**src/rtl/fetch_sequencer_pkg.sv**
```systemverilog
// Shared fetch/decode definitions: widths, reset PC, sequencer states, skid payload.
package fetch_sequencer_pkg;

  localparam int unsigned PC_W = 11;
  localparam int unsigned IW   = 32;

  localparam logic [PC_W-1:0] DEFAULT_RESET_PC = PC_W'(0);

  typedef enum logic [1:0] {
    BOOT       = 2'd0,
    RUN        = 2'd1,
    WAIT_REDIR = 2'd2,
    STOPPED    = 2'd3
  } fetch_state_e;

  // One instruction together with the address it was fetched from.
  typedef struct packed {
    logic [IW-1:0]   ir;
    logic [PC_W-1:0] pc;
  } fetch_entry_t;

  // Sequential fetch address; the PC width makes the top address wrap to zero.
  function automatic logic [PC_W-1:0] pc_inc(input logic [PC_W-1:0] pc);
    return pc + PC_W'(1);
  endfunction

endpackage

```
**src/rtl/fetch_skid_buffer.sv**
```systemverilog
// One-entry {IR, PC} holding register that absorbs the read in flight when the decoder stalls.
module fetch_skid_buffer
  import fetch_sequencer_pkg::*;
(
  input  logic            CLK,
  input  logic            N_RST,
  input  logic            load,
  input  logic [IW-1:0]   load_ir,
  input  logic [PC_W-1:0] load_pc,
  input  logic            unload,
  input  logic            flush,
  output logic            full,
  output logic [IW-1:0]   ir,
  output logic [PC_W-1:0] pc
);

  logic         full_q;
  logic         full_d;
  fetch_entry_t entry_q;
  fetch_entry_t entry_d;

  // Flush beats load beats unload; load and unload never coincide in the sequencer.
  always_comb begin
    full_d  = full_q;
    entry_d = entry_q;
    if (flush) begin
      full_d = 1'b0;
    end else if (load) begin
      full_d     = 1'b1;
      entry_d.ir = load_ir;
      entry_d.pc = load_pc;
    end else if (unload) begin
      full_d = 1'b0;
    end
  end

  // Entry state register.
  always_ff @(posedge CLK or negedge N_RST) begin
    if (!N_RST) begin
      full_q  <= 1'b0;
      entry_q <= '0;
    end else begin
      full_q  <= full_d;
      entry_q <= entry_d;
    end
  end

  assign full = full_q;
  assign ir   = entry_q.ir;
  assign pc   = entry_q.pc;

endmodule

```
**src/rtl/fetch_sequencer.sv**
```systemverilog
// Instruction-fetch controller: owns the fetch PC, drives a synchronous-read IMEM and
// presents IR/PC/VALID to the decoder with stall skid, halt squash and redirect handling.
module fetch_sequencer
  import fetch_sequencer_pkg::*;
#(
  parameter logic [PC_W-1:0] RESET_PC = DEFAULT_RESET_PC
) (
  input  logic            CLK,
  input  logic            N_RST,
  output logic            IMEM_RE,
  output logic [PC_W-1:0] IMEM_ADDR,
  input  logic [IW-1:0]   IMEM_RDATA,
  output logic [IW-1:0]   IR,
  output logic [PC_W-1:0] PC,
  output logic            VALID,
  input  logic            STALL,
  input  logic            HALT,
  input  logic            REDIR_VALID,
  input  logic [PC_W-1:0] REDIR_PC,
  input  logic            REDIR_STOP,
  output logic            HALTED
);

  fetch_state_e    state_q;
  fetch_state_e    state_d;
  logic [PC_W-1:0] fetch_pc_q;
  logic [PC_W-1:0] fetch_pc_d;
  logic            pend_q;
  logic            pend_d;
  logic [PC_W-1:0] pend_pc_q;
  logic [PC_W-1:0] pend_pc_d;
  logic [IW-1:0]   ir_q;
  logic [IW-1:0]   ir_d;
  logic [PC_W-1:0] pc_q;
  logic [PC_W-1:0] pc_d;
  logic            valid_q;
  logic            valid_d;
  logic            halted_q;
  logic            halted_d;

  logic            imem_re_c;
  logic            adv_c;
  logic            skid_load_c;
  logic            skid_unload_c;
  logic            skid_flush_c;
  logic            skid_full;
  logic [IW-1:0]   skid_ir;
  logic [PC_W-1:0] skid_pc;

  fetch_skid_buffer u_skid (
    .CLK     (CLK),
    .N_RST   (N_RST),
    .load    (skid_load_c),
    .load_ir (IMEM_RDATA),
    .load_pc (pend_pc_q),
    .unload  (skid_unload_c),
    .flush   (skid_flush_c),
    .full    (skid_full),
    .ir      (skid_ir),
    .pc      (skid_pc)
  );

  // Next-state, issue gating and decoder-register update.
  always_comb begin
    state_d       = state_q;
    fetch_pc_d    = fetch_pc_q;
    pend_pc_d     = pend_pc_q;
    ir_d          = ir_q;
    pc_d          = pc_q;
    valid_d       = valid_q;
    halted_d      = halted_q;
    imem_re_c     = 1'b0;
    skid_load_c   = 1'b0;
    skid_unload_c = 1'b0;
    skid_flush_c  = 1'b0;
    adv_c         = ~valid_q | ~STALL;

    unique case (state_q)
      BOOT: begin
        state_d    = RUN;
        fetch_pc_d = RESET_PC;
        valid_d    = 1'b0;
      end

      RUN: begin
        if (REDIR_VALID) begin
          // The redirect is older than anything in IR/skid/flight, so all of it is dropped.
          valid_d      = 1'b0;
          skid_flush_c = 1'b1;
          if (REDIR_STOP) begin
            state_d  = STOPPED;
            halted_d = 1'b1;
          end else begin
            fetch_pc_d = REDIR_PC;
          end
        end else if (HALT) begin
          valid_d      = 1'b0;
          skid_flush_c = 1'b1;
          state_d      = WAIT_REDIR;
        end else begin
          // At most one read may be in flight while the decoder is stalled.
          imem_re_c = ~(valid_q & STALL) & ~skid_full;
          if (imem_re_c) begin
            fetch_pc_d = pc_inc(fetch_pc_q);
            pend_pc_d  = fetch_pc_q;
          end
          if (adv_c) begin
            if (skid_full) begin
              ir_d          = skid_ir;
              pc_d          = skid_pc;
              valid_d       = 1'b1;
              skid_unload_c = 1'b1;
            end else if (pend_q) begin
              ir_d    = IMEM_RDATA;
              pc_d    = pend_pc_q;
              valid_d = 1'b1;
            end else begin
              valid_d = 1'b0;
            end
          end else if (pend_q) begin
            skid_load_c = 1'b1;
          end
        end
      end

      WAIT_REDIR: begin
        valid_d = 1'b0;
        if (REDIR_VALID) begin
          if (REDIR_STOP) begin
            state_d  = STOPPED;
            halted_d = 1'b1;
          end else begin
            fetch_pc_d = REDIR_PC;
            state_d    = RUN;
          end
        end
      end

      STOPPED: begin
        valid_d  = 1'b0;
        halted_d = 1'b1;
      end

      default: begin
        state_d = BOOT;
        valid_d = 1'b0;
      end
    endcase

    pend_d = imem_re_c;
  end

  // Sequencer state, fetch PC, in-flight tracking and decoder-facing registers.
  always_ff @(posedge CLK or negedge N_RST) begin
    if (!N_RST) begin
      state_q    <= BOOT;
      fetch_pc_q <= RESET_PC;
      pend_q     <= 1'b0;
      pend_pc_q  <= RESET_PC;
      ir_q       <= '0;
      pc_q       <= '0;
      valid_q    <= 1'b0;
      halted_q   <= 1'b0;
    end else begin
      state_q    <= state_d;
      fetch_pc_q <= fetch_pc_d;
      pend_q     <= pend_d;
      pend_pc_q  <= pend_pc_d;
      ir_q       <= ir_d;
      pc_q       <= pc_d;
      valid_q    <= valid_d;
      halted_q   <= halted_d;
    end
  end

  assign IMEM_RE   = imem_re_c;
  assign IMEM_ADDR = fetch_pc_q;
  assign IR        = ir_q;
  assign PC        = pc_q;
  assign VALID     = valid_q;
  assign HALTED    = halted_q;

endmodule
```
**config.mk**
```make
export PLATFORM = sky130hd
export DESIGN_NAME = fetch_sequencer
export DESIGN_NICKNAME = d
export VERILOG_FILES = /design/src/rtl/fetch_sequencer_pkg.sv /design/src/rtl/fetch_skid_buffer.sv /design/src/rtl/fetch_sequencer.sv
export SDC_FILE = /design/constraint.sdc
export NUM_CORES = 1
export LEC_CHECK = 0
export CAP_MARGIN = 20
export CORE_MARGIN = 2
export CORE_UTILIZATION = 55
export DETAILED_ROUTE_END_ITERATION = 10
export GPL_ROUTABILITY_DRIVEN = 0
export PLACE_DENSITY = 0.85
export SKIP_CTS_REPAIR_TIMING = 1
export SYNTH_ARGS = -nofsm -noshare
export SYNTH_HDL_FRONTEND = slang
export SYNTH_SLANG_ARGS = --single-unit
```
**constraint.sdc**
```tcl
create_clock -name CLK -period 3.8 [get_ports CLK]
set_clock_uncertainty 0.05 [all_clocks]
set_input_delay 0.76 -clock CLK [delete_from_list [all_inputs] [get_ports CLK]]
set_output_delay 0.76 -clock CLK [all_outputs]
set_load 0.05 [all_outputs]
```
==> metrics.yaml, run 1 <==
job:
  max_cap_violations: 0
logic_synthesis:
  synth_fa_ha_area_share_pct: 1.45
  seq_area_frac_synth_pct: 55.1
  syn_avg_cell_area_um2: 11.6
  synth_seq_cells: 114
  synthXorXnorAreaFrac_pct: 0.169
  yosys-top-cells-count: "114 x dfrtp_1, 62 x nor2_1, 58 x a21oi_1"
  synthMuxAreaShare_pct: 21.2
  ys.flop_type: "dfrtp_1"
  synthArstFlopShare_pct: 100
  yosys.area.top_type: "dfrtp_1"
  synth_edf_count: 0
  synth_cell_types: 42
  synth_most_common_cell: "dfrtp_1"
  synth_top_family_by_area: "multiplexers"
  synthSimpleGateAreaFrac_pct: 8.11
  netlist_area_um2: 5180
  ys_warn_count: 0
  syn_nets: 501
  synth_compound_area_share_pct: 10.2
  syn-instance-count: 446
  synth_top_area_share_pct: 55.1
  synth.area.top_cells: "dfrtp_1 55%, mux2_2 11%, mux2i_1 9.5%"
final_layout:
  drive_gt1_share_pct: 17.6
  fin_area_um2: 6940
  postLayoutCoreUtil_pct: 75.4
  n_antenna_cell: 0
  area_delta_synth_final_pct: 33.9
  final_nets: 605
  fillers: 581
critical_path:
  cp_slowest_cell: "ha_1"
  path_buf_inv: 2
  r2r-start: "state_q[1]"
  reg2reg_depth: 6
  r2r-end: "IMEM_ADDR[5]"
  slowest_delay_ns: 0.43
  required_ns: 2.99
  worstPathArrival_ns: 2.18
  start_kind: "register"
  reg2reg_slack_ns: 1.09
  critPathKind: "register to primary output"
  path_cells: "inv_1 -> ha_1 -> and2b_1 -> nand2_2 -> nor2_2 -> buf_12"
  crit_family: "simple AND/OR/NAND/NOR gates"
  cp_max_fo: 11
  endpoint_kind: "primary output"
clocking:
  cts-root-buf: "clkbuf_8"
  htree_levels: 4
  numCtsBuffers: 17
  cts_buffer_depth: 2
  cts_tree: "done"
  clkLatencyLatePin_ns: 0.51
  clkTransAtPathRegs_ns: 0.06
  clock-sinks: 114
route:
  drc: 0
  vias: 3824
  wirelength_mm: 11.6
  viasPerCell: 5.67
  wl_per_cell_um: 17.2
  first_pass_iters: 5
  ant_nets: 0
  first_iter_violations: 205
die:
  die_h_um: 101
  coreArea_um2: 9200
  io_pins: 106
  fp-row-count: 35
  start_util_pct: 56.3
  die-width_um: 101
  dieArea_um2: 10200
grt:
  grt_antenna_before_repair: 0
  grt_usage_pct: 24.2
  grt_pass1_wl_mm: 19.2
  grt_max_degree: 87
  grt_pass1_vias: 3961
  grt.overflow.total: 0
timing:
  fmax_mhz: 335
  rsz0062_at_grt: "no"
  hold_viol: 0
  period_share_pct: 78.6
  drv_slew: 0
  fin_tns_setup_ns: 0
  finalCriticalPeriod_ns: 2.99
  setup_viol: 0
  tightest_slew_ns: 0.844
  max_slew_margin_pct: 43.3
min_path:
  hold_path_class: "input port to asynchronous set/reset pin"
power_and_ir_drop:
  p_leak_nw: 3.06
  power_density_nw_per_um2: 887
  ir_worst_vdd_mv: 0.478
run_status:
  outcome: "finished, final reports clean"
place:
  dp_hpwl_mm: 7.22
  port_buffers: 105
  dpl_cell_area_um2: 6270
==> logic make-up (layout without fill, tap and decap cells) <==
family | after synthesis | after routing
compound gates | 93 | 93
fa+ha+maj | 6 | 6
mux | 103 | 103
buf+inv | 32 | 149
flops | 114 | 114
xor+xnor | 1 | 1
simple gates | 97 | 97
==> flip-flops by register name (all words and copies together), names as in the netlist <==
name	cells
u_skid.pc	11
u_skid.ir	32
HALTED	1
u_skid.full	1
PC	11
pend_pc_q	11
IMEM_ADDR	11
pend_q	1
state_q	2
VALID	1
IR	32
==> power by group <==
part | internal (mW) | total (mW) | switching [mW]
logic | 0.884 | 2.54 | 1.66
registers | 1.56 | 1.85 | 0.285
clock network | 1.22 | 1.77 | 0.553
==> cells in the final DEF, fill, tap and decap left out, types with 2 or more instances in the layout <==
cell type        instances
a21oi_1                 58
a222oi_1                 2
a31oi_1                  3
and3_1                   5
buf_12                   3
buf_4                    4
bufinv_16                6
clkbuf_16               16
clkbuf_8                 2
clkdlybuf4s50_1        103
clkinv_2                 2
clkinv_4                 2
clkinvlp_4               2
dfrtp_1                113
ha_1                     6
inv_1                    7
mux2_1                   2
mux2_2                  52
mux2i_1                 49
nand2_1                 15
nand2b_1                 2
nand3_1                  2
nor2_1                  62
nor2_4                   2
o21ai_0                 17
o31ai_1                  2
==> stage by stage <==
step                setup slack (ns)  hold slack [ns]  total power [mW]  cells
floorplan                       1.41            0.408              3.52    446
global placement               0.884            0.404              4.29    642
detailed placement             0.693            0.409              4.37    642
CTS                            0.809            0.263              6.18    674
global route                   0.674            0.298              6.44    674
finish                         0.814            0.259              6.16    674
==> layer usage <==
metal	up-vias	global-route usage [%]	part of all wire [%]
met5	-	0	0
met4	0	8.32	1.4
met3	14	5.69	5.2
met2	134	40.2	50
met1	1885	31.2	44
li1	1791	-	-
==> layout make-up <==
class	count	area, um^2	area share (%)
Clock buffer	19	432	6.22
Clock inverter	13	231	3.34
Inverter	7	26.3	0.379
Multi-Input combinational cell	300	2130	30.8
Sequential cell	114	2850	41.1
Tap cell	111	139	2.00
Timing Repair Buffer	110	1120	16.2
==> worst max-delay path by stage <==
stage	startpoint	to	slack, ns	depth (start not counted)
global placement	REDIR_VALID	IMEM_ADDR[10]	0.88	5
global route	state_q[1]	IMEM_RE	0.67	6
finish	state_q[1]	IMEM_RE	0.81	6
CTS	state_q[1]	IMEM_RE	0.81	6
detailed placement	REDIR_VALID	IMEM_ADDR[5]	0.69	5
floorplan	REDIR_VALID	IMEM_RE	1.41	5
Note: power is estimated with default switching activity, not from simulation.
==> run 2: changes to the inputs <==
Settings changed: CORE_UTILIZATION 55 to 51, PLACE_DENSITY 0.85 to 0.79.
Clock period 3.8 ns to 3.1 ns, I/O delays scaled along.
==> run 2 against run 1 <==
Net effect: register-to-register slack lost 0.34 ns; critical path type unchanged; worst hold slack lost 0.19 ns; non-clock buffer count grew 3; largest cell class unchanged; final area grew 0.58%; combinational power grew 22%; via count is essentially flat.
==> metrics.yaml, run 2 (synthesis results as in run 1) <==
grt:
  grt_max_degree: 50  # was 87
  grt_usage_pct: 22.1  # was 24.2%
  grt_antenna_before_repair: 0  # unchanged
  grt.overflow.total: 0  # unchanged
  grt_pass1_vias: 3934  # was 3,961
  grt_pass1_wl_mm: 19.4  # was 19.2 mm
final_layout:
  drive_gt1_share_pct: 17.7  # was 17.6%
  area_delta_synth_final_pct: 34.7  # was 33.9%
  n_antenna_cell: 0  # unchanged
  stdcell_count: 697  # was 674
  final_cell_mix: "113 x dfrtp_1, 103 x clkdlybuf4s50_1, 62 x nor2_1"  # unchanged
  final_common_cell: "dfrtp_1"  # unchanged
  final_nets: 608  # was 605
job:
  max_cap_violations: 0  # unchanged
die:
  start_util_pct: 52.8  # was 56.3%
  fp-row-count: 36  # was 35
  die-width_um: 105  # was 101 um
  dieArea_um2: 11000  # was 10,200 um^2
  coreArea_um2: 9820  # was 9200 um^2
  die_h_um: 105  # was 101 um
  io_pins: 106  # unchanged
timing:
  fin_tns_setup_ns: 0  # unchanged
  rsz0062_at_grt: "no"  # unchanged
  tightest_slew_ns: 0.615  # was 0.844 ns
  fmax_mhz: 355
  finalCriticalPeriod_ns: 2.82
  setup_viol: 0  # unchanged
  max_slew_margin_pct: 59.0  # was 43.3%
  hold_viol: 0  # unchanged
  period_share_pct: 90.9
  drv_slew: 0  # unchanged
clocking:
  cts_tree: "done"  # unchanged
  cts_buffer_depth: 2  # unchanged
  htree_levels: 4  # unchanged
  numCtsBuffers: 17  # unchanged
  clock-sinks: 114  # unchanged
  cts-root-buf: "clkbuf_8"  # unchanged
  clkTransAtPathRegs_ns: 0.06  # about the same
  clkLatencyLatePin_ns: 0.50  # was 0.51 ns
critical_path:
  worstPathArrival_ns: 2.15  # was 2.18 ns
  crit_family: "simple AND/OR/NAND/NOR gates"  # unchanged
  slowest_delay_ns: 0.42  # was 0.43 ns
  path_buf_inv: 2  # unchanged
  cp_slowest_cell: "dfrtp_1"  # was ha_1
  start_kind: "register"  # unchanged
  required_ns: 2.43  # was 2.99 ns
  critPathKind: "register to primary output"  # unchanged
  endpoint_kind: "primary output"  # unchanged
  path_cells: "inv_1 -> ha_1 -> and2b_1 -> nand2_2 -> nor2_2 -> buf_12"  # unchanged
  cp_max_fo: 11  # unchanged
route:
  viasPerCell: 5.48  # was 5.67
  vias: 3822  # was 3,824
  wl_per_cell_um: 16.7  # was 17.2 um
  first_pass_iters: 5  # unchanged
  ant_nets: 0  # unchanged
  wirelength_mm: 11.6  # about the same
  first_iter_violations: 261  # was 205
  drc: 0  # unchanged
run_status:
  outcome: "finished, final reports clean"  # unchanged
power_and_ir_drop:
  power_density_nw_per_um2: 1070  # was 887 nW/um^2
  p_total_mw: 7.44  # was 6.16 mW
  ir_worst_vdd_mv: 0.475  # was 0.478 mV
  p_leak_nw: 3.06  # about the same
place:
  dp.cells: 667  # was 642
  port_buffers: 105  # unchanged
  dp_hpwl_mm: 7.55  # was 7.22 mm
min_path:
  hold_path_class: "input port to asynchronous set/reset pin"  # unchanged
## run 2: area by class of cell
cell class              instances  area [um^2]
clock buffers                  20          445
clock inverters                10          183
fillers                       729         2840
inverters                       7         26.3
multi-input cells             300         2130
flip-flops and latches        114         2850
well taps                     133          166
repair buffers                113         1170
## run 2: per-stage QoR
stage	hold slack [ns]	utilization [%]	area, um^2	setup WS [ns]
after floorplan	0.274	-	5180	0.987
after global placement	0.411	64.7	6350	0.519
after detailed placement	0.412	64.7	6350	0.467
after CTS	0.0887	71.1	6980	0.277
after global routing	0.102	71.1	6980	0.138
final	0.0714	71.1	6980	0.282
## run 2: power breakdown
group / switching (mW) / internal [mW]
registers: 0.374 / 1.92
clock network: 0.642 / 1.42
logic: 2.00 / 1.09
total: 3.02 / 4.42
## run 2: layer usage
| metal | up-vias | GRT usage (%) | routed length [um] |
|---|---|---|---|
| met5 | - | 0 | 0 |
| met4 | 0 | 6.00 | 103 |
| met3 | 13 | 5.68 | 638 |
| met2 | 130 | 37.3 | 5920 |
| met1 | 1899 | 28.4 | 4970 |
| li1 | 1780 | - | - |
## run 2: final timing paths
check,from,cells after the start,to,slack (ns)
min reg2reg,HALTED,1,HALTED,0.43
min,N_RST,1,u_skid.ir[4],0.07
max in group asynchronous,N_RST,2,IR[2],2.14
max,state_q[1],6,IMEM_RE,0.28
min in group CLK,HALTED,1,HALTED,0.43
max reg2reg,state_q[1],8,IR[16],0.75
==> run 3: changes to the inputs <==
Clock period 3.1 ns to 2.9 ns, I/O delays scaled along.
==> run 3 against run 2 <==
Net effect: the run now ends with negative hold slack left; wire length shrank 2.4%; sequential cell count is the same; clock-buffer cell count shrank 1; sequential share of layout area grew 0.18 points; final area shrank 0.45%; combinational power grew 6.8%; total power grew 5.8%.
==> metrics.yaml, run 3 (synthesis results as in run 1) <==
run_status:
  outcome: "finished with violations"  # was finished, final reports clean
  violations: "negative hold slack"
timing:
  setup_viol: 0  # unchanged
  fmax_mhz: 359
  hold_viol: 11  # was 0
  tightest_slew_ns: 0.558  # was 0.615 ns
  finalCriticalPeriod_ns: 2.78
  max_slew_margin_pct: 62.7  # was 59.0%
  fin_tns_setup_ns: 0  # unchanged
  holdWs_ns: -0.0144  # was 0.0714 ns
  rsz0062_at_grt: "no"  # unchanged
  period_share_pct: 96.0
  drv_slew: 0  # unchanged
route:
  viasPerCell: 5.45  # was 5.48
  first_pass_iters: 5  # unchanged
  first_iter_violations: 163  # was 261
  vias: 3807  # was 3,822
  wl_per_cell_um: 16.3  # was 16.7 um
  wirelength_mm: 11.4  # was 11.6 mm
  ant_nets: 0  # unchanged
  drc: 0  # unchanged
die:
  die_h_um: 105  # unchanged
  io_pins: 106  # unchanged
  start_util_pct: 52.8  # unchanged
  dieArea_um2: 11000  # unchanged
  die-width_um: 105  # unchanged
  coreArea_um2: 9820  # unchanged
  fp-row-count: 36  # unchanged
clocking:
  cts-root-buf: "clkbuf_8"  # unchanged
  htree_levels: 4  # unchanged
  clkLatencyLatePin_ns: 0.51  # was 0.50 ns
  numCtsBuffers: 17  # unchanged
  cts_tree: "done"  # unchanged
  clock-sinks: 114  # unchanged
  clkTransAtPathRegs_ns: 0.06  # about the same
  cts_buffer_depth: 2  # unchanged
power_and_ir_drop:
  ir_worst_vdd_mv: 0.613  # was 0.475 mV
  power_density_nw_per_um2: 1130  # was 1070 nW/um^2
  p_total_mw: 7.87  # was 7.44 mW
  p_leak_nw: 3.04  # was 3.06 nW
critical_path:
  crit_family: "simple AND/OR/NAND/NOR gates"  # unchanged
  r2r-start: "state_q[1]"  # unchanged
  endpoint_kind: "primary output"  # unchanged
  worstPathArrival_ns: 2.15  # about the same
  crit_start: "state_q[1]"  # unchanged
  reg2reg_slack_ns: 0.64  # was 0.75 ns
  path_cells: "inv_1 -> ha_1 -> and2b_1 -> nand2_2 -> nor2_2 -> buf_12"  # unchanged
  reg2reg_depth: 7  # was 8
  cp.depth: 6  # unchanged
  required_ns: 2.27  # was 2.43 ns
  cp_max_fo: 11  # unchanged
  critPathKind: "register to primary output"  # unchanged
  path_buf_inv: 2  # unchanged
  slowest_delay_ns: 0.42  # about the same
  start_kind: "register"  # unchanged
  r2r-end: "pend_pc_q[2]"  # was IR[16]
  endpoint: "IMEM_RE"  # unchanged
  cp_slowest_cell: "dfrtp_1"  # unchanged
job:
  max_cap_violations: 0  # unchanged
grt:
  grt_pass1_vias: 3805  # was 3,934
  grt.overflow.total: 0  # unchanged
  grt_max_degree: 87  # was 50
  grt_antenna_before_repair: 0  # unchanged
  grt_pass1_wl_mm: 19.0  # was 19.4 mm
  grt_usage_pct: 21.7  # was 22.1%
final_layout:
  n_antenna_cell: 0  # unchanged
  final_cell_mix: "113 x dfrtp_1, 103 x clkdlybuf4s50_1, 62 x nor2_1"  # unchanged
  final_nets: 607  # was 608
  drive_gt1_share_pct: 17.9  # was 17.7%
  final_common_cell: "dfrtp_1"  # unchanged
  postLayoutCoreUtil_pct: 70.7  # was 71.1%
  fillers: 708  # was 729
  area_delta_synth_final_pct: 34.1  # was 34.7%
place:
  dp_hpwl_mm: 7.44  # was 7.55 mm
  port_buffers: 105  # unchanged
min_path:
  hold_path_class: "input port to asynchronous set/reset pin"  # unchanged
==> run 3: layout make-up <==
cell class / instances / area [um^2] / share of cell area, %
clock buffer: 19 / 432 / 6.21
clock inverter: 13 / 185 / 2.67
inverter: 7 / 26.3 / 0.378
multi-input combinational: 300 / 2130 / 30.7
sequential: 114 / 2850 / 41.1
tap: 133 / 166 / 2.40
timing repair buffer: 112 / 1150 / 16.5
==> run 3: how the worst min path moves through the flow <==
stage	end	slack (ns)
final	IR[4]	-0.01
after global routing	IR[4]	0.006
after CTS	IR[4]	-0.02
after detailed placement	HALTED	0.41
after global placement	HALTED	0.41
after floorplan	HALTED	0.23
==> run 3: stage by stage <==
stage	instances	cell area, um^2	setup slack (ns)	hold slack, ns
global placement	666	6330	0.381	0.407
finish	698	6950	0.117	-0.0144
global route	698	6950	0.00845	0.00575
detailed placement	666	6330	0.378	0.412
floorplan	446	5180	0.827	0.234
CTS	698	6950	0.118	-0.0156
==> run 3: report_power, final <==
part / leakage, nW / switching (mW) / internal [mW]
Combinational: 1.27 / 2.13 / 1.16
Clock: 0.286 / 0.711 / 1.41
Sequential: 1.49 / 0.402 / 2.05
Total: 3.04 / 3.25 / 4.63
==> run 3: layer usage <==
metal / up-vias / global-route usage, % / part of all wire (%)
met5: - / 0 / 0
met4: 0 / 7.05 / 1.3
met3: 14 / 5.18 / 5.3
met2: 132 / 36.1 / 50
met1: 1869 / 28.0 / 43
li1: 1792 / - / -
==> RTL change 1 (config.mk and constraints of run 3) <==
The 4 states of `fetch_state_e` get a one-hot encoding in 4 bits.
--- a/src/rtl/fetch_sequencer_pkg.sv
+++ b/src/rtl/fetch_sequencer_pkg.sv
@@ -7,9 +7,9 @@
   localparam logic [PC_W-1:0] DEFAULT_RESET_PC = PC_W'(0);
 
-  typedef enum logic [1:0] {
-    BOOT       = 2'd0,
-    RUN        = 2'd1,
-    WAIT_REDIR = 2'd2,
-    STOPPED    = 2'd3
+  typedef enum logic [3:0] {
+    BOOT       = 4'b0001,
+    RUN        = 4'b0010,
+    WAIT_REDIR = 4'b0100,
+    STOPPED    = 4'b1000
   } fetch_state_e;
 
Function: no difference found for any inputs over 4 cycles, from zero or initial values and one cycle with N_RST low; so few cycles prove little.
==> RTL change 1 against run 3 <==
  * Power decreased by 14%
  * Design area increased by 6.7%
  * Sequential cell count increased by 2
  * Non-clock buffer count increased by 4
  * Synthesized cell count decreased by 7.4%
  * Routed wire length increased by 12%
  * Area after synthesis increased by 9.7%
  * Setup slack got worse by 0.027 ns
  * Critical endpoint unchanged
  * Largest cell class unchanged
  * Highest routed layer unchanged
==> RTL change 1: results (changes against run 3) <==
run status finished clean; clock insertion delay at the later pin of the skew report 0.51 ns (about the same); net switching power 2480 uW (-23%); clock root cell sky130_fd_sc_hd__clkbuf_8; antenna violations before repair 0 (unchanged); global-route met2 utilization 37.5% (+1.4 points); count of TritonRoute iterations in the first routing pass 5 (unchanged); number of port buffers 105 (unchanged); First DRT Iteration DRCs 283 (+74%); type of the tightest min-delay check in2async; cell-internal power 4300 uW (-7.0%); met3 global-route usage 6.16% (+0.99 points); sequential cell area fraction in the yosys report 51.1% (-3.9 points); vias in the first global route 4127 (+8.5%); worst slew slack as a fraction of its limit 56.8% (-5.8 points); final cell count without fillers 671 (-3.9%); peak supply drop 0.000623 V (+1.7%); diode insertion count for antenna repair 0 (unchanged); delay of the slowest cell on the worst path 0.62 ns (+0.20 ns); Synth warnings 0 (unchanged); maximum number of pins on one net before global-route repair 46 (-47%); clock network fraction of design power 29.9% (+2.9 points); synthesized netlist net count 463 (-7.6%); total wire length after detailed routing 12.8 mm (+12%); Area contributors post-synth sky130_fd_sc_hd__dfrtp_1 (51%), sky130_fd_sc_hd__mux2_2 (20%), sky130_fd_sc_hd__mux2_4 (11%); placement-stage cell area 6830 sq um (+7.8%); Metal-1 WL 5.49 mm (+12%); EDFF count, synth 0 (unchanged); main flop type after synthesis sky130_fd_sc_hd__dfrtp_1; combinational group power 2590 uW (-22%); number of buffers inserted during clock tree synthesis 17 (unchanged); global-route wire length before repair 20.7 mm (+8.6%); fraction of synthesis flops using an asynchronous set or reset pin 100% (unchanged); wire length on met3 925 um (+54%); drt via density 5.82 (+6.7%); Post-Syn Instances 413 (-7.4%); uppermost layer routed met4; master of the slowest instance on the critical path sky130_fd_sc_hd__or4b_4; number of placed cells counting well taps 639 (-4.1%); largest fanout of any net on the critical path 14 (+3); wire length on met2 6.22 mm (+8.9%); CTS clock-pin slew for the worst setup and hold paths 0.06 ns (about the same); top cells by count, synth sky130_fd_sc_hd__dfrtp_1 (115), sky130_fd_sc_hd__mux2_2 (102), sky130_fd_sc_hd__mux2_4 (40); layout net count 568 (-6.4%); worst setup slack after placement 0.331 ns (-0.0475 ns); met1 Track Usage GR 29.2% (+1.2 points); GRT Overall Usage 22.7% (+1.0 points); deepest clock path buffer count 2 (unchanged); detailed-placement wirelength estimate 8.20 mm (+10%); distinct cell type count after synthesis 51 (+21%); Static Leak 0.00349 uW (+15%); H-tree levels 4 (unchanged); share of cells above drive strength 1 36.9% (+19 points)
-- RTL change 1: cell types whose count changed after synthesis, sizes merged, moves of 15 or more --
cell | run 3 | this run
mux2i | 49 | 6
mux2 | 54 | 142
buf | 24 | 9
clkbuf | 1 | 21
nor2 | 65 | 6
a21oi | 60 | 5
-- RTL change 1: cells by family after synthesis --
| family | count (synthesis) | share of synthesized area, % |
|---|---|---|
| xor+xnor | 2 | 0.308 |
| mux | 148 | 31.8 |
| fa+ha+maj | 1 | 0.220 |
| buf+inv | 37 | 4.01 |
| simple gates | 61 | 6.34 |
| flops | 116 | 51.1 |
| compound gates | 48 | 6.17 |
-- RTL change 1: critical path: cells and delay by family (launching register included) --
family,cells,cell delay [ns]
buf+inv,1,0.19
simple gates,2,1.01
flops,1,0.47
-- RTL change 1: area by class of cell --
| cell class | instances | area (sq um) |
|---|---|---|
| flip-flops and latches | 116 | 2910 |
| repair buffers | 116 | 1170 |
| clock inverters | 12 | 129 |
| well taps | 140 | 175 |
| clock buffers | 20 | 455 |
| fillers | 775 | 3430 |
| inverters | 7 | 26.3 |
| multi-input cells | 260 | 2550 |
-- RTL change 1: path summary, 6_finish.rpt --
| check | from | to | slack [ns] | depth (start not counted) |
|---|---|---|---|---|
| max reg2reg | state_q[3] | IR[18] | 0.34 | 5 |
| min | N_RST | IR[10] | 0.02 | 1 |
| min reg2reg | HALTED | HALTED | 0.43 | 1 |
| min in group CLK | HALTED | HALTED | 0.43 | 1 |
| max in group asynchronous | N_RST | pend_pc_q[8] | 1.91 | 2 |
| max | state_q[3] | IMEM_RE | 0.09 | 3 |
==> RTL change 2 (config.mk and constraints of run 3) <==
Without the edit above. Set the package constant `IW` to 16 (it was 32).
--- a/src/rtl/fetch_sequencer_pkg.sv
+++ b/src/rtl/fetch_sequencer_pkg.sv
@@ -3,5 +3,5 @@
 
   localparam int unsigned PC_W = 11;
-  localparam int unsigned IW   = 32;
+  localparam int unsigned IW   = 16;
 
   localparam logic [PC_W-1:0] DEFAULT_RESET_PC = PC_W'(0);
Interface: changed (resized IMEM_RDATA and IR); port bits go from 106 to 74. The function was not compared with the original's and may differ.
==> RTL change 2 against run 3 <==
  * Design area shrank 27%
  * Register-to-register slack gained 0.12 ns
  * Power shrank 37%
  * Setup slack gained 0.27 ns
  * Final cell count shrank 29%
  * Synthesized cell count shrank 30%
  * First-iteration DRC count grew 32%
  * Area after synthesis shrank 24%
  * Sequential cell count shrank 32
  * Routed wire length shrank 27%
  * Critical path type is now in2out
  * Largest cell class unchanged
==> RTL change 2: results (changes against run 3) <==
Static Leak 0.00235 uW (-23%); maximum number of pins on one net before global-route repair 51 (-41%); Critical R2R Launch state_q[1]; share of cells above drive strength 1 19.9% (+2.0 points); main flop type after synthesis sky130_fd_sc_hd__dfrtp_1; peak supply drop 0.000478 V (-22%); number of buffers inserted during clock tree synthesis 9 (-8); type of the tightest min-delay check in2async; fraction of the cycle the final worst path needs 86.8% (-9.2 points); detailed-placement wirelength estimate 5.76 mm (-23%); clock insertion delay at the later pin of the skew report 0.34 ns (-0.17 ns); distinct cell type count after synthesis 43 (+2.4%); wire length on met2 4.25 mm (-26%); net switching power 2070 uW (-36%); worst setup path end IMEM_RE; deepest clock path buffer count 2 (unchanged); count of TritonRoute iterations in the first routing pass 5 (unchanged); layout net count 427 (-30%); crit path DAT 1.89 ns (-0.26 ns); First DRT Iteration DRCs 215 (+32%); part of the total power dissipated in combinational logic 45.7% (+3.8 points); met1 Track Usage GR 26.3% (-1.7 points); top cells by count, synth sky130_fd_sc_hd__dfrtp_1 (82), sky130_fd_sc_hd__mux2_1 (47), sky130_fd_sc_hd__mux2_2 (47); routed via count 2820 (-26%); Metal-1 WL 3.48 mm (-29%); placement-stage cell area 4830 sq um (-24%); switching part of the total 41.6% (+0.34 points); synthesized netlist net count 350 (-30%); worst setup slack after placement 0.410 ns (+0.0314 ns); vias in the first global route 2874 (-24%); worst-margin pin slew 0.645 ns (+0.0869 ns); portion of total power attributed to sequential cells 34.7% (+3.6 points); CTS clock-pin slew for the worst setup and hold paths 0.08 ns (+0.02 ns); WHS 0.206 ns (+0.220 ns); H-tree levels 3 (-1); average cell area after synthesis 12.7 sq um (+9.1%); fraction of synthesis flops using an asynchronous set or reset pin 100% (unchanged); Worst Setup SP REDIR_VALID; wire length on met3 445 um (-26%); capture instance of the worst register-to-register path pend_pc_q[6]; GRT Overall Usage 20.6% (-1.1 points); number of port buffers 73 (-30%); global-route met2 utilization 34.7% (-1.4 points); Reg2Reg Setup Slack 0.76 ns (+0.12 ns); number of routed nets with antenna violations 0 (unchanged); global-route wire length before repair 13.7 mm (-28%); drt via density 5.71 (+4.7%); routed length per placed instance 16.8 um (+3.2%); filler cell count 584 (-18%); met3 global-route usage 3.86% (-1.3 points); sequential cell area fraction in the yosys report 52.1% (-3.0 points); uppermost layer routed met4; run status finished clean; antenna violations before repair 0 (unchanged); largest fanout of any net on the critical path 5 (-6); number of placed cells counting well taps 479 (-28%); Area contributors post-synth sky130_fd_sc_hd__dfrtp_1 (52%), sky130_fd_sc_hd__mux2_1 (13%), sky130_fd_sc_hd__mux2_2 (13%)
RTL change 2: final cells by class:
type / instances / area (sq um) / area share (%)
flip-flops and latches: 82 / 2050 / 40.5
multi-input cells: 205 / 1770 / 34.9
repair buffers: 83 / 851 / 16.8
well taps: 102 / 128 / 2.52
clock buffers: 9 / 124 / 2.45
clock inverters: 6 / 115 / 2.27
inverters: 7 / 26.3 / 0.519
RTL change 2: worst max-delay path: stages:
cell	delay, ns
sky130_fd_sc_hd__clkdlybuf4s50_1	0.43
sky130_fd_sc_hd__and2b_1	0.29
sky130_fd_sc_hd__nand2_1	0.11
sky130_fd_sc_hd__nor2_1	0.29
sky130_fd_sc_hd__buf_12	0.18
RTL change 2: cells by family after synthesis:
family                     share of synthesized area [%]
AOI/OAI and AO/OA                                   7.65
and+or+nand+nor                                     6.70
adders and majority gates                           1.91
buffers and inverters                               3.02
muxes                                               28.6
DFF                                                 52.1
